`src/rtl/insn_decode_stage.sv`:
```
// Instruction decode stage: accepts issued instructions over a valid/ready
// handshake, decodes the 12-bit class field into execute/memory controls and
// presents them from a registered main entry backed by one skid entry.
module insn_decode_stage #(
  parameter int REG_BITS  = 4,
  parameter int CNT_WIDTH = 16
) (
  input  logic                 i_clk,
  input  logic                 i_rst_n,
  input  logic                 i_in_valid,
  output logic                 o_in_ready,
  input  logic [31:0]          i_opcode,
  input  logic [31:0]          i_oprand1,
  input  logic [31:0]          i_oprand2,
  input  logic [31:0]          i_oprand3,
  output logic                 o_out_valid,
  input  logic                 i_out_ready,
  output logic [2:0]           o_alu_op,
  output logic                 o_use_imm,
  output logic                 o_mem_rd,
  output logic                 o_mem_wr,
  output logic                 o_stack_op,
  output logic                 o_svc,
  output logic                 o_illegal,
  output logic [REG_BITS-1:0]  o_rd,
  output logic [REG_BITS-1:0]  o_rn,
  output logic [REG_BITS-1:0]  o_rm,
  output logic [31:0]          o_imm,
  output logic [CNT_WIDTH-1:0] o_insn_count,
  output logic [CNT_WIDTH-1:0] o_ill_count
);

  localparam logic [2:0]  ALU_NONE = 3'd0;
  localparam logic [2:0]  ALU_MOV  = 3'd1;
  localparam logic [2:0]  ALU_ADD  = 3'd2;
  localparam logic [2:0]  ALU_SUB  = 3'd3;
  localparam logic [2:0]  ALU_AND  = 3'd4;
  localparam logic [2:0]  ALU_ORR  = 3'd5;
  localparam logic [31:0] NUM_REGS = 32'd1 << REG_BITS;

  typedef struct packed {
    logic [2:0]          alu_op;
    logic                use_imm;
    logic                mem_rd;
    logic                mem_wr;
    logic                stack_op;
    logic                svc;
    logic                illegal;
    logic [REG_BITS-1:0] rd;
    logic [REG_BITS-1:0] rn;
    logic [REG_BITS-1:0] rm;
    logic [31:0]         imm;
  } ctrl_t;

  ctrl_t                w_dec;
  logic                 w_use_rd;
  logic                 w_use_rn;
  logic                 w_use_rm;
  logic                 w_known;
  logic                 w_bad_idx;
  logic                 w_in_fire;
  logic                 w_out_fire;
  logic                 w_unused;

  ctrl_t                r_main;
  ctrl_t                r_skid;
  logic                 r_main_valid;
  logic                 r_skid_valid;
  logic                 r_in_ready;
  logic [CNT_WIDTH-1:0] r_insn_count;
  logic [CNT_WIDTH-1:0] r_ill_count;

  // Upper opcode bits carry no meaning for this stage.
  assign w_unused = ^i_opcode[31:12];

  assign w_in_fire  = i_in_valid & r_in_ready;
  assign w_out_fire = r_main_valid & i_out_ready;

  // Decode class field; only operands the class uses as register indices are range-checked.
  always_comb begin
    w_dec    = '0;
    w_dec.rd = i_oprand1[REG_BITS-1:0];
    w_dec.rn = i_oprand3[REG_BITS-1:0];
    w_dec.rm = i_oprand2[REG_BITS-1:0];
    w_dec.imm = i_oprand2;
    w_use_rd = 1'b0;
    w_use_rn = 1'b0;
    w_use_rm = 1'b0;
    w_known  = 1'b1;
    case (i_opcode[11:0])
      12'hE1A: begin w_dec.alu_op = ALU_MOV; w_use_rd = 1'b1; w_use_rm = 1'b1; end
      12'hE3A: begin w_dec.alu_op = ALU_MOV; w_dec.use_imm = 1'b1; w_use_rd = 1'b1; end
      12'hE08: begin w_dec.alu_op = ALU_ADD; w_use_rd = 1'b1; w_use_rn = 1'b1; w_use_rm = 1'b1; end
      12'hE28: begin w_dec.alu_op = ALU_ADD; w_dec.use_imm = 1'b1; w_use_rd = 1'b1; w_use_rn = 1'b1; end
      12'hE04: begin w_dec.alu_op = ALU_SUB; w_use_rd = 1'b1; w_use_rn = 1'b1; w_use_rm = 1'b1; end
      12'hE24: begin w_dec.alu_op = ALU_SUB; w_dec.use_imm = 1'b1; w_use_rd = 1'b1; w_use_rn = 1'b1; end
      12'hE00: begin w_dec.alu_op = ALU_AND; w_use_rd = 1'b1; w_use_rn = 1'b1; w_use_rm = 1'b1; end
      12'hE20: begin w_dec.alu_op = ALU_AND; w_dec.use_imm = 1'b1; w_use_rd = 1'b1; w_use_rn = 1'b1; end
      12'hE18: begin w_dec.alu_op = ALU_ORR; w_use_rd = 1'b1; w_use_rn = 1'b1; w_use_rm = 1'b1; end
      12'hE38: begin w_dec.alu_op = ALU_ORR; w_dec.use_imm = 1'b1; w_use_rd = 1'b1; w_use_rn = 1'b1; end
      12'hE59: begin w_dec.mem_rd = 1'b1; w_use_rd = 1'b1; w_use_rn = 1'b1; w_use_rm = 1'b1; end
      12'hE49: begin w_dec.mem_rd = 1'b1; w_dec.stack_op = 1'b1; w_use_rd = 1'b1; end
      12'hE78: begin w_dec.mem_wr = 1'b1; w_use_rd = 1'b1; w_use_rn = 1'b1; w_use_rm = 1'b1; end
      12'hE58: begin w_dec.mem_wr = 1'b1; w_dec.use_imm = 1'b1; w_use_rd = 1'b1; w_use_rn = 1'b1; end
      12'hE52: begin w_dec.mem_wr = 1'b1; w_dec.stack_op = 1'b1; w_use_rd = 1'b1; end
      12'hEF0: begin w_dec.svc = 1'b1; end
      default: w_known = 1'b0;
    endcase
    // Gating by the use flags keeps X on unused operands from reaching the result.
    w_bad_idx = (w_use_rd && (i_oprand1 >= NUM_REGS)) ||
                (w_use_rn && (i_oprand3 >= NUM_REGS)) ||
                (w_use_rm && (i_oprand2 >= NUM_REGS));
    if (!w_known || w_bad_idx) begin
      w_dec.alu_op   = ALU_NONE;
      w_dec.use_imm  = 1'b0;
      w_dec.mem_rd   = 1'b0;
      w_dec.mem_wr   = 1'b0;
      w_dec.stack_op = 1'b0;
      w_dec.svc      = 1'b0;
      w_dec.illegal  = 1'b1;
    end
  end

  // Main/skid buffer: main only changes when empty or consumed, so a stalled output holds.
  always_ff @(posedge i_clk) begin
    if (!i_rst_n) begin
      r_main       <= '0;
      r_skid       <= '0;
      r_main_valid <= 1'b0;
      r_skid_valid <= 1'b0;
      r_in_ready   <= 1'b1;
    end else if (!r_main_valid || w_out_fire) begin
      if (r_skid_valid) begin
        // in_ready is low while skid is full, so no new input can collide here.
        r_main       <= r_skid;
        r_main_valid <= 1'b1;
        r_skid_valid <= 1'b0;
        r_in_ready   <= 1'b1;
      end else begin
        r_main_valid <= w_in_fire;
        if (w_in_fire) begin
          r_main <= w_dec;
        end
      end
    end else if (w_in_fire) begin
      r_skid       <= w_dec;
      r_skid_valid <= 1'b1;
      r_in_ready   <= 1'b0;
    end
  end

  // Saturating statistics counters, stepped on each accepted instruction.
  always_ff @(posedge i_clk) begin
    if (!i_rst_n) begin
      r_insn_count <= '0;
      r_ill_count  <= '0;
    end else if (w_in_fire) begin
      if (r_insn_count != '1) begin
        r_insn_count <= r_insn_count + CNT_WIDTH'(1);
      end
      if (w_dec.illegal && (r_ill_count != '1)) begin
        r_ill_count <= r_ill_count + CNT_WIDTH'(1);
      end
    end
  end

  assign o_in_ready   = r_in_ready;
  assign o_out_valid  = r_main_valid;
  assign o_alu_op     = r_main.alu_op;
  assign o_use_imm    = r_main.use_imm;
  assign o_mem_rd     = r_main.mem_rd;
  assign o_mem_wr     = r_main.mem_wr;
  assign o_stack_op   = r_main.stack_op;
  assign o_svc        = r_main.svc;
  assign o_illegal    = r_main.illegal;
  assign o_rd         = r_main.rd;
  assign o_rn         = r_main.rn;
  assign o_rm         = r_main.rm;
  assign o_imm        = r_main.imm;
  assign o_insn_count = r_insn_count;
  assign o_ill_count  = r_ill_count;

endmodule

```
`config.mk`:
```
export PLATFORM = sky130hd
export DESIGN_NAME = insn_decode_stage
export DESIGN_NICKNAME = d
export VERILOG_FILES = /design/src/rtl/insn_decode_stage.sv
export SDC_FILE = /design/constraint.sdc
export NUM_CORES = 1
export LEC_CHECK = 0
export CAP_MARGIN = 20
export CORE_AREA = 2 2 119 121
export DETAILED_ROUTE_END_ITERATION = 16
export DIE_AREA = 0 0 121 123
export PLACE_DENSITY = 0.77
export SLEW_MARGIN = 20
export SYNTH_ARGS = -nofsm -noshare
export SYNTH_HDL_FRONTEND = slang
export SYNTH_SLANG_ARGS = --single-unit
```
`constraint.sdc`:
```
create_clock -name i_clk -period 3.1 [get_ports i_clk]
set_input_delay 0.775 -clock i_clk [delete_from_list [all_inputs] [get_ports i_clk]]
set_output_delay 0.775 -clock i_clk [all_outputs]
set_load 0.01 [all_outputs]
```
After elaboration in Yosys (flattened, before gate mapping)
Cells that the tools add are included.
{ "totals": {"regBits": 141, "out_inout_bits": 87, "elab_cells": 103, "in_bits": 132} }
{ "op_classes": {"n_reduce_logical": 31, "muxes": 17, "add_sub_neg": 2, "bitwise_logic": 4, "n_eq_ne": 19, "n_lt_le_gt_ge": 3} }
{ "op_table": {"columns": ["op", "count"], "rows": [
  ["12-bit == test, second input constant", 16],
  ["53-bit two-way mux", 2],
  ["32-bit by 5-bit greater-or-equal comparator with 1-bit output, second input constant", 3],
  ["16-bit by 1-bit adder with 16-bit output, second input constant", 2],
  ["16-bit inequality test, second input constant", 2],
  ["16-bit OR reduction", 1],
  ["2-bit OR reduction", 8],
  ["3-bit case mux with 5 select lines", 1],
  ["15-bit OR reduction", 1],
  ["1-bit two-way mux", 13],
  ["11-bit OR reduction", 1],
  ["2-bit AND reduction", 5],
  ["9-bit two-way mux", 1],
  ["7-bit OR reduction", 1],
  ["6-bit OR reduction", 1],
  ["1-bit logical AND", 4],
  ["1-bit logical OR", 4],
  ["2-bit nonzero test", 2],
  ["3-bit OR reduction", 1],
  ["1-bit AND", 2],
  ["1-bit zero test", 2],
  ["2-bit inequality test, second input constant", 1],
  ["1-bit inverter", 2]
]} }

Depth between registers and ports, before layout
Gate-level depths: netlist (run 1).
{ "logic_depth": {"word_depth": 10, "depth_mapped": 10, "mapped_depth_nobuf": 8} }

Worst setup path before layout (run 1)
OpenSTA, ideal clock, no wires.
{ "synth_timing": {"kind": "input port to flip-flop", "startpoint": "input port i_opcode[2]", "endpoint": "register r_ill_count[10], in the netlist o_ill_count[10]", "n_path_buf": 3, "path_stages": 10, "t_arrival_ps": 2556, "path_slack_ps": 412, "required_time_ps": 2968, "setup_time_ps": 132, "cell_sequence": "clkbuf_1 nor3b_1 nand3_1 o2bb2ai_1 o22ai_1 nor2_1 buf_2 buf_2 o41ai_1 a21oi_1"} }
{ "synth_between": {"elab_chain_cells": 10, "elab_cells_between_ends": 34, "classes_between": "16 x eq/ne; 5 x mux; 13 x reduce/logical"} }
{ "synth_lines": {"columns": ["element", "line_no", "rtl"], "rows": [
  ["from (decl)", "12", "input logic [31:0] i_opcode,"],
  ["12-bit == test", "90", "case (i_opcode[11:0])"],
  ["15-bit OR reduction (no line) / 11-bit OR reduction (equally long branches)", null, null],
  ["1-bit two-way mux", "90", null],
  ["1-bit logical AND (on tied branches)", "110, 111", null],
  ["1-bit logical OR", "110", "w_bad_idx = (w_use_rd && (i_oprand1 >= NUM_REGS)) ||"],
  ["1-bit logical OR", "111", "(w_use_rn && (i_oprand3 >= NUM_REGS)) ||"],
  ["1-bit logical OR (*)", "113", "if (!w_known || w_bad_idx) begin"],
  ["9-bit two-way mux (*)", "113", null],
  ["1-bit logical AND (*)", "161", "if (w_dec.illegal && (r_ill_count != '1)) begin"],
  ["2-bit AND reduction (no line) (*)", null, null],
  ["to (signal assigned)", "162", "r_ill_count <= r_ill_count + CNT_WIDTH'(1);"],
  ["to (decl)", "71", "logic [CNT_WIDTH-1:0] r_ill_count;"]
]} }
Every way passes the cells marked *; elsewhere a longest branch is shown, timed or not.
A chain may end at the register's enable or synchronous reset.

Worst setup path in the final report (run 1)
{ "layout_timing": {"startpoint": "input port i_opcode[4]", "endpoint": "register r_ill_count[14], in the netlist o_ill_count[14]"} }
The elaborated chain is that of the path after synthesis.

==> flow_summary.yaml, run 1 <==
yosys:
  seq_area_frac_synth_pct: 44.0
  postSynthCellCount: 726
  synth_seq_cells: 133
  async_flop_share_pct: 0
  synth_edf_count: 0
  synthesis.nets: 860
  synth_ff_type: "dfxtp_1"
  synth.yosys.warnings: 0
  avgSynthCellArea_um2: 8.33
  synth_area_mm2: 0.00605
  synth_cell_types: 56
finish:
  fin_nets: 1066
  final_area_mm2: 0.00911
  drive_above_1_share_pct: 9.42
  fillerInstances: 1145
  area_growth_pct: 50.6
  diodes: 0
  post-route-util_pct: 66.9
  layout.cells.non_filler: 1125
power_and_ir_drop:
  p_sw_mw: 1.03
  power_mw: 4.70
  irDropWorstVdd_mv: 0.418
  leakagePower_nw: 3.11
  clkPwrFrac_pct: 47.8
  comb_power_share_pct: 13.2
  p_int_mw: 3.67
  p_seq_share_pct: 39.0
  swShare_pct: 22.0
  p_per_area_mw_per_mm2: 516
sta:
  rsz0062_at_grt: "no"
  fin_skew_ns: 0.00684
  period_needed_ns: 2.88
  slew_violations: 0
  tightest_slew_ns: 0.721
  maxSlewHeadroom_pct: 51.9
  hold_viol_final: 0
  setup_slack_ns: 0.223
  fin_setup_tns_ns: 0
  hold_ws_ns: 0.454
  setup_viol: 0
  fin_crit_sh_pct: 92.8
  max_freq_mhz: 348
clock_tree:
  cts.sinks: 133
  postCtsSetupBuffers: 0
  clockRootBuffer: "clkbuf_16"
  max-clock-path-buffers: 2
  post_cts_resize_count: 0
  cts.clk_slew.worst_paths_ns: 0.06
  cts_tree: "done"
  numCtsBuffers: 17
  cts_max_level: 4
  hold_buffers: 0
  insertion_delay_ns: 0.42
global_routing:
  antenna_found_initial: 0
  grt_max_degree: 88
  grt_pass1_vias: 5625
  grt_overflow: 0
  grt_pass1_wl_um: 27600
  grt.total_usage_pct: 23.2
place:
  dp_hpwl_um: 11600
  pre_cts_slack_ns: -0.141
  dp.cells: 1093
  placed_area_mm2: 0.00844
  place.gp.congestion: 0.904
  portBuffers: 198
die:
  start_util_pct: 44.4
  die_width_um: 121
  ios: 219
  rows: 43
  die-area_mm2: 0.0149
  dieHeight_um: 123
  core_area_mm2: 0.0136
job:
  maxCapViolCount: 0
setup_path:
  crit_chain: "clkdlybuf4s50_1 > nor2b_1 > nand4_1 > a21o_1 > o22ai_1 > nor2_2 > buf_12 > or4_1 > a21oi_1"
  path_max_fanout: 25
  end_kind: "register"
  worstPathRequired_ns: 3.43
  cp-start-kind: "input pin"
  critPathArrivalTime_ns: 3.21
  worst_path_largest_cell_delay_ns: 0.56
  slowest_stage: "clkdlybuf4s50_1"
  path_class: "in2reg"
hold_path:
  hold_class: "reg2reg"
routing:
  drtIter0Drc: 375
  routed_via_density: 5.32
  routed_wl_um: 17000
  wire_per_inst_um: 15.1
  drc_errors: 0
  ant_nets: 0
  vias: 5985
  drtPass1Iterations: 5
run_status:
  outcome: "finished clean"
==> power by group through the flow <==
stage	sequential, mW	clock, mW	combinational [mW]
3_3_place_gp	1.87	0	0.615
6_report	1.83	2.24	0.622
4_1_cts	1.83	2.27	0.625
5_1_grt	1.84	2.36	0.676
2_1_floorplan	1.89	0	0.223
3_5_place_dp	1.87	0	0.620
==> sequential cells by signal (all words and copies together) (netlist names), 3 cells and up <==
name,flops
o_rm,3
o_ill_count,16
o_imm,29
r_skid,49
o_rn,4
o_insn_count,16
o_rd,4
o_alu_op,3
==> area by class of cell <==
type | instances | area, µm² | share of cell area, %
multi-input combinational | 530 | 3130 | 34.4
sequential | 133 | 2660 | 29.2
timing repair buffer | 242 | 2390 | 26.2
clock buffer | 24 | 502 | 5.51
tap | 180 | 225 | 2.47
clock inverter | 8 | 168 | 1.84
inverter | 8 | 31.3 | 0.343
==> cells in the mapped netlist (3+ instances only) <==
cell type | n | area share [%]
dfxtp_1 | 133 | 44
nand2_1 | 113 | 7.0
a21oi_1 | 68 | 5.6
nor2_1 | 67 | 4.2
mux2i_1 | 50 | 8.3
a211oi_1 | 43 | 5.3
clkbuf_1 | 39 | 2.4
nor4_1 | 28 | 2.9
nand3_1 | 21 | 1.7
o21ai_0 | 18 | 1.5
nor3_1 | 12 | 0.99
nand4_1 | 11 | 1.1
nand2b_1 | 9 | 0.93
or3_1 | 9 | 0.93
xnor2_1 | 8 | 1.2
inv_1 | 7 | 0.43
nand3b_1 | 7 | 0.87
or4_1 | 7 | 0.87
and3_1 | 6 | 0.62
o31ai_1 | 6 | 0.74
buf_1 | 5 | 0.31
buf_2 | 5 | 0.41
and4_1 | 4 | 0.58
buf_4 | 4 | 0.50
nor2b_1 | 4 | 0.41
nor4b_1 | 3 | 0.43
o211ai_1 | 3 | 0.37
==> worst max-delay path: cells and delay by family <==
family                 cells  cell delay [ns]
AOI/OAI and AO/OA          3             0.64
buffers and inverters      2             0.73
and+or+nand+nor            4             1.04
==> path summary, 6_finish.rpt <==
path | from | to | slack (ns) | cells past startpoint
worst min register to register | r_skid[18] | r_skid[18] | 0.45 | 2
worst max-delay path | i_opcode[4] | o_ill_count[14] | 0.22 | 9
worst max register to register | o_ill_count[3] | o_ill_count[11] | 0.73 | 7
worst min-delay path | r_skid[18] | r_skid[18] | 0.45 | 2
==> metal layers <==
metal | wire (µm) | up-vias | track usage, %
li1 | - | 3027 | -
met1 | 7430 | 2783 | 28.6
met2 | 8450 | 157 | 39.9
met3 | 910 | 18 | 6.37
met4 | 226 | 0 | 6.90
met5 | 0 | - | 0
==> cells by family (layout without fill, tap and decap cells) <==
group                    count (synthesis)  count (layout)  share of synthesized area [%]
AO/OA/AOI/OAI                          152             152                           15.4
AND/OR/NAND/NOR                        316             316                           25.9
adder cells (fa/ha/maj)                  2               2                          0.414
flip-flops                             133             133                           44.0
XOR/XNOR                                10              10                           1.45
buffers and inverters                   63             282                           4.51
multiplexers                            50              50                           8.28
==> layout by cell type (no fill, tap or decap), types with 21 or more instances in the layout <==
| master | netlist | layout |
|---|---|---|
| clkdlybuf4s50_1 | 0 | 198 |
| dfxtp_1 | 133 | 132 |
| nand2_1 | 113 | 112 |
| a21oi_1 | 68 | 68 |
| nor2_1 | 67 | 64 |
| mux2i_1 | 50 | 50 |
| a211oi_1 | 43 | 43 |
| buf_4 | 4 | 38 |
| nor4_1 | 28 | 28 |
| nand3_1 | 21 | 21 |
Power figures use the tool's default switching activity.
==> run 2, diff against run 1 <==
Settings changed: CORE_AREA 2 2 119 121 to 2 2 115 117, DIE_AREA 0 0 121 123 to 0 0 117 119, PLACE_DENSITY 0.77 to 0.82.
Clock period 3.1 ns to 3.6 ns, I/O delays scaled along.
==> flow_summary.yaml, run 2 (synthesis gave the netlist of run 1 again) <==
run_status:
  outcome: "finished clean"
place:
  pre_cts_slack_ns: 0.202
  portBuffers: 198
  dp_hpwl_um: 11400
  place.gp.congestion: 0.864
power_and_ir_drop:
  swShare_pct: 22.3
  irDropWorstVdd_mv: 0.315
  leakagePower_nw: 2.93
  p_int_mw: 3.05
  p_per_area_mw_per_mm2: 446
  p_sw_uw: 876
  clkPwrFrac_pct: 46.7
  p_seq_share_pct: 40.2
  power_mw: 3.93
  comb_power_share_pct: 13.1
die:
  rows: 42
  die_width_um: 117
  die-area_mm2: 0.0139
  start_util_pct: 47.0
  ios: 219
  core_area_mm2: 0.0129
  dieHeight_um: 119
setup_path:
  end_kind: "register"
  worst_path_largest_cell_delay_ns: 0.50
  crit_chain: "clkdlybuf4s50_1 > and4b_1 > nand2_1 > a21o_1 > o22ai_1 > nor2_2 > buf_12 > or4_1 > a21oi_1"
  path_max_fanout: 31
  worstPathRequired_ns: 3.92
  cp-start-kind: "input pin"
  path_class: "in2reg"
  critPathArrivalTime_ns: 3.31
  slowest_stage: "or4_1"
sta:
  tightest_slew_ns: 0.656
  fin_setup_tns_ns: 0
  rsz0062_at_grt: "no"
  setup_slack_ns: 0.607
  setup_viol: 0
  hold_viol_final: 0
  maxSlewHeadroom_pct: 56.3
  slew_violations: 0
  fin_skew_ns: 0.00639
  hold_ws_ns: 0.451
  period_needed_ns: 2.99
  max_freq_mhz: 334
  fin_crit_sh_pct: 83.1
routing:
  drtIter0Drc: 481
  drtPass1Iterations: 5
  vias: 5922
  routed_via_density: 5.44
  wire_per_inst_um: 15.0
  routed_wl_um: 16400
  ant_nets: 0
  drc_errors: 0
clock_tree:
  cts.clk_slew.worst_paths_ns: 0.05
  cts.sinks: 133
  cts_tree: "done"
  post_cts_resize_count: 0
  numCtsBuffers: 17
  postCtsSetupBuffers: 0
  max-clock-path-buffers: 2
  clockRootBuffer: "clkbuf_16"
  insertion_delay_ns: 0.40
  cts_max_level: 4
  hold_buffers: 0
global_routing:
  grt.total_usage_pct: 23.6
  grt_pass1_wl_um: 26600
  grt_pass1_vias: 5353
  antenna_found_initial: 0
  grt_max_degree: 99
  grt_overflow: 0
job:
  maxCapViolCount: 0
hold_path:
  hold_class: "reg2reg"
finish:
  drive_above_1_share_pct: 6.24
  final_cell_mix: "198 x clkdlybuf4s50_1, 132 x dfxtp_1, 112 x nand2_1"
  diodes: 0
  largest_reg_flops: 49
  fin_nets: 1035
  area_growth_pct: 45.7
  layout_commonest_cell: "clkdlybuf4s50_1"
  regMostFlops: "r_skid"
==> run 2: changes by cell type in the layout (fill, tap and decap cells not counted) <==
| cell | change |
|---|---|
| buf_12 | -2 |
| clkinv_4 | +1 |
| bufinv_16 | -1 |
| clkbuf_8 | -1 |
| buf_4 | -29 |
==> run 2: worst paths after layout <==
| kind | endpoint | cells past startpoint | start | slack, ns |
|---|---|---|---|---|
| worst min register to register | r_skid[3] | 2 | r_skid[3] | 0.45 |
| worst min-delay path | r_skid[3] | 2 | r_skid[3] | 0.45 |
| worst max register to register | o_ill_count[13] | 7 | o_ill_count[3] | 1.28 |
| worst max-delay path | o_ill_count[13] | 9 | i_opcode[10] | 0.61 |
==> run 2: per-stage QoR <==
step / cells / util, % / instance area [µm²]
2_1_floorplan: 726 / - / 6050
4_1_cts: 1089 / 68.4 / 8810
3_5_place_dp: 1058 / 63.5 / 8180
6_report: 1089 / 68.4 / 8810
5_1_grt: 1089 / 68.4 / 8810
3_3_place_gp: 1058 / 63.5 / 8180
==> run 2: per-layer routing <==
metal | global-route usage [%] | share of wire (%) | wire (µm) | vias to the layer above
met5 | 0 | 0 | 0 | -
met4 | 7.87 | 1.5 | 253 | 0
met3 | 4.02 | 4.9 | 809 | 18
met2 | 39.3 | 49 | 8110 | 179
met1 | 30.9 | 44 | 7220 | 2750
li1 | - | - | - | 2975
==> run 2: worst max-delay path: cells and delay by family <==
kind,cells,cell delay (ns)
compound gates,3,0.62
buf+inv,2,0.64
simple gates,4,1.14
==> run 2: area by class of cell <==
class | instances | area (µm²)
Multi-Input combinational cell | 530 | 3130
Tap cell | 176 | 220
Sequential cell | 133 | 2660
Clock inverter | 8 | 146
Clock buffer | 23 | 488
Fill cell | 1045 | 4060
Timing Repair Buffer | 211 | 2130
Inverter | 8 | 31.3
==> run 2: power by group through the flow <==
stage          logic [mW]  registers (mW)  clock network [mW]
2_1_floorplan       0.192            1.63                   0
3_3_place_gp        0.507            1.61                   0
3_5_place_dp        0.514            1.61                   0
4_1_cts             0.516            1.58                1.86
5_1_grt             0.557            1.59                1.93
6_report            0.514            1.58                1.83
==> run 3, diff against run 2 <==
Settings changed: CORE_AREA 2 2 115 117 to 2 2 119 121, DIE_AREA 0 0 117 119 to 0 0 121 123, PLACE_DENSITY 0.82 to 0.77.
Clock period 3.6 ns to 2.8 ns, I/O delays scaled along.
==> flow_summary.yaml, run 3 (synthesis gave the netlist of run 1 again) <==
run_status:
  outcome: "finished clean"
global_routing:
  grt_max_degree: 78
  grt_overflow: 0
  grt_pass1_vias: 5663
  grt.total_usage_pct: 23.2
  antenna_found_initial: 0
  grt_pass1_wl_um: 27900
routing:
  routed_wl_um: 17300
  ant_nets: 0
  routed_via_density: 5.32
  drc_errors: 0
  vias: 6081
  wire_per_inst_um: 15.1
  drtPass1Iterations: 5
  drtIter0Drc: 376
sta:
  tightest_slew_ns: 0.643
  setup_viol: 0
  fin_crit_sh_pct: 97.9
  fin_setup_tns_ns: 0
  slew_violations: 0
  period_needed_ns: 2.74
  maxSlewHeadroom_pct: 57.2
  hold_viol_final: 0
  max_freq_mhz: 365
  fin_skew_ns: 0.00896
finish:
  fin_nets: 1085
  final_cell_mix: "198 x clkdlybuf4s50_1, 132 x dfxtp_1, 112 x nand2_1"
  diodes: 0
  regMostFlops: "r_skid"
  layout.cells.non_filler: 1144
  fillerInstances: 1142
  area_growth_pct: 53.3
  largest_reg_flops: 49
  final-seq-area_mm2: 0.00266
  layout_commonest_cell: "clkdlybuf4s50_1"
  drive_above_1_share_pct: 11.7
  multiInputGateArea_mm2: 0.00315
setup_path:
  path_class: "in2reg"
  end_kind: "register"
  path_max_fanout: 25
  worstPathRequired_ns: 3.14
  reg2reg_setup_slack_ns: 0.45
  worstReg2RegEnd: "o_ill_count[9]"
  r2r_cells: 7
  cp-start-kind: "input pin"
  critPathArrivalTime_ns: 3.08
  rr_startpoint: "o_ill_count[3]"
clock_tree:
  cts.sinks: 133
  postCtsSetupBuffers: 0
  clockRootBuffer: "clkbuf_16"
  cts_tree: "done"
  numCtsBuffers: 17
  post_cts_resize_count: 0
  hold_buffers: 0
  cts.clk_slew.worst_paths_ns: 0.06
  max-clock-path-buffers: 2
  cts_max_level: 4
  insertion_delay_ns: 0.42
hold_path:
  hold_class: "reg2reg"
  whs_path_depth: 2
  hp-start: "r_skid[21]"
  hold_path_end: "r_skid[21]"
die:
  die-area_mm2: 0.0149
  die_width_um: 121
  core_area_mm2: 0.0136
  start_util_pct: 44.4
  dieHeight_um: 123
  rows: 43
  ios: 219
job:
  maxCapViolCount: 0
power_and_ir_drop:
  leakagePower_nw: 3.19
  irDropWorstVdd_mv: 0.414
  p_per_area_mw_per_mm2: 568
place:
  dp_hpwl_um: 11900
  portBuffers: 198
  place.gp.congestion: 0.885
  dp.cells: 1112
run 3: metal layers:
| metal | up-vias | GRT usage (%) | share of wire, % |
|---|---|---|---|
| met4 | 0 | 7.41 | 1.8 |
| met3 | 17 | 5.49 | 4.7 |
| met5 | - | 0 | 0 |
| met2 | 156 | 39.4 | 49 |
| met1 | 2830 | 29.3 | 44 |
| li1 | 3078 | - | - |
run 3: worst max path at each step:
stage                      endpoint   startpoint  slack, ns  cells after the start
global route        o_ill_count[13]  i_opcode[0]     -0.008                     10
finish              o_ill_count[14]  i_opcode[0]       0.06                     10
CTS                 o_ill_count[14]  i_opcode[4]       0.06                      9
global placement    o_ill_count[15]  i_opcode[9]      -0.29                      9
floorplan           o_ill_count[10]  i_opcode[2]       0.19                     10
detailed placement   o_ill_count[9]  i_opcode[4]      -0.34                      9
run 3: power breakdown:
| group | leakage [nW] | total, mW | switching, mW | internal, mW |
|---|---|---|---|---|
| logic | 1.79 | 0.711 | 0.304 | 0.407 |
| registers | 1.09 | 2.03 | 0.0543 | 1.98 |
| clock network | 0.315 | 2.52 | 0.828 | 1.69 |
| total | 3.19 | 5.26 | 1.19 | 4.08 |
run 3: through the flow:
stage / worst slack [ns] / total power, mW / utilization [%] / area, µm² / hold WS, ns
floorplan: 0.187 / 2.34 / - / 6050 / 0.428
global placement: -0.290 / 2.77 / 63.0 / 8580 / 0.438
detailed placement: -0.339 / 2.78 / 63.0 / 8580 / 0.446
CTS: 0.0620 / 5.29 / 68.0 / 9250 / 0.454
global route: -0.00806 / 5.45 / 68.1 / 9270 / 0.469
finish: 0.0580 / 5.26 / 68.1 / 9270 / 0.452
run 3: cell type report:
class	instances	share of cell area (%)
multi-input cells	530	33.9
flip-flops and latches	133	28.7
repair buffers	261	27.3
clock buffers	19	4.78
clock inverters	13	2.47
well taps	180	2.43
inverters	8	0.338
run 3: critical path: stages:
cell,delay (ns)
clkdlybuf4s50_1,0.61
buf_4,0.16
nand2_1,0.07
a41oi_1,0.23
o221ai_1,0.17
a21oi_2,0.22
nor2_2,0.07
buf_12,0.16
or4_1,0.51
a21oi_1,0.16
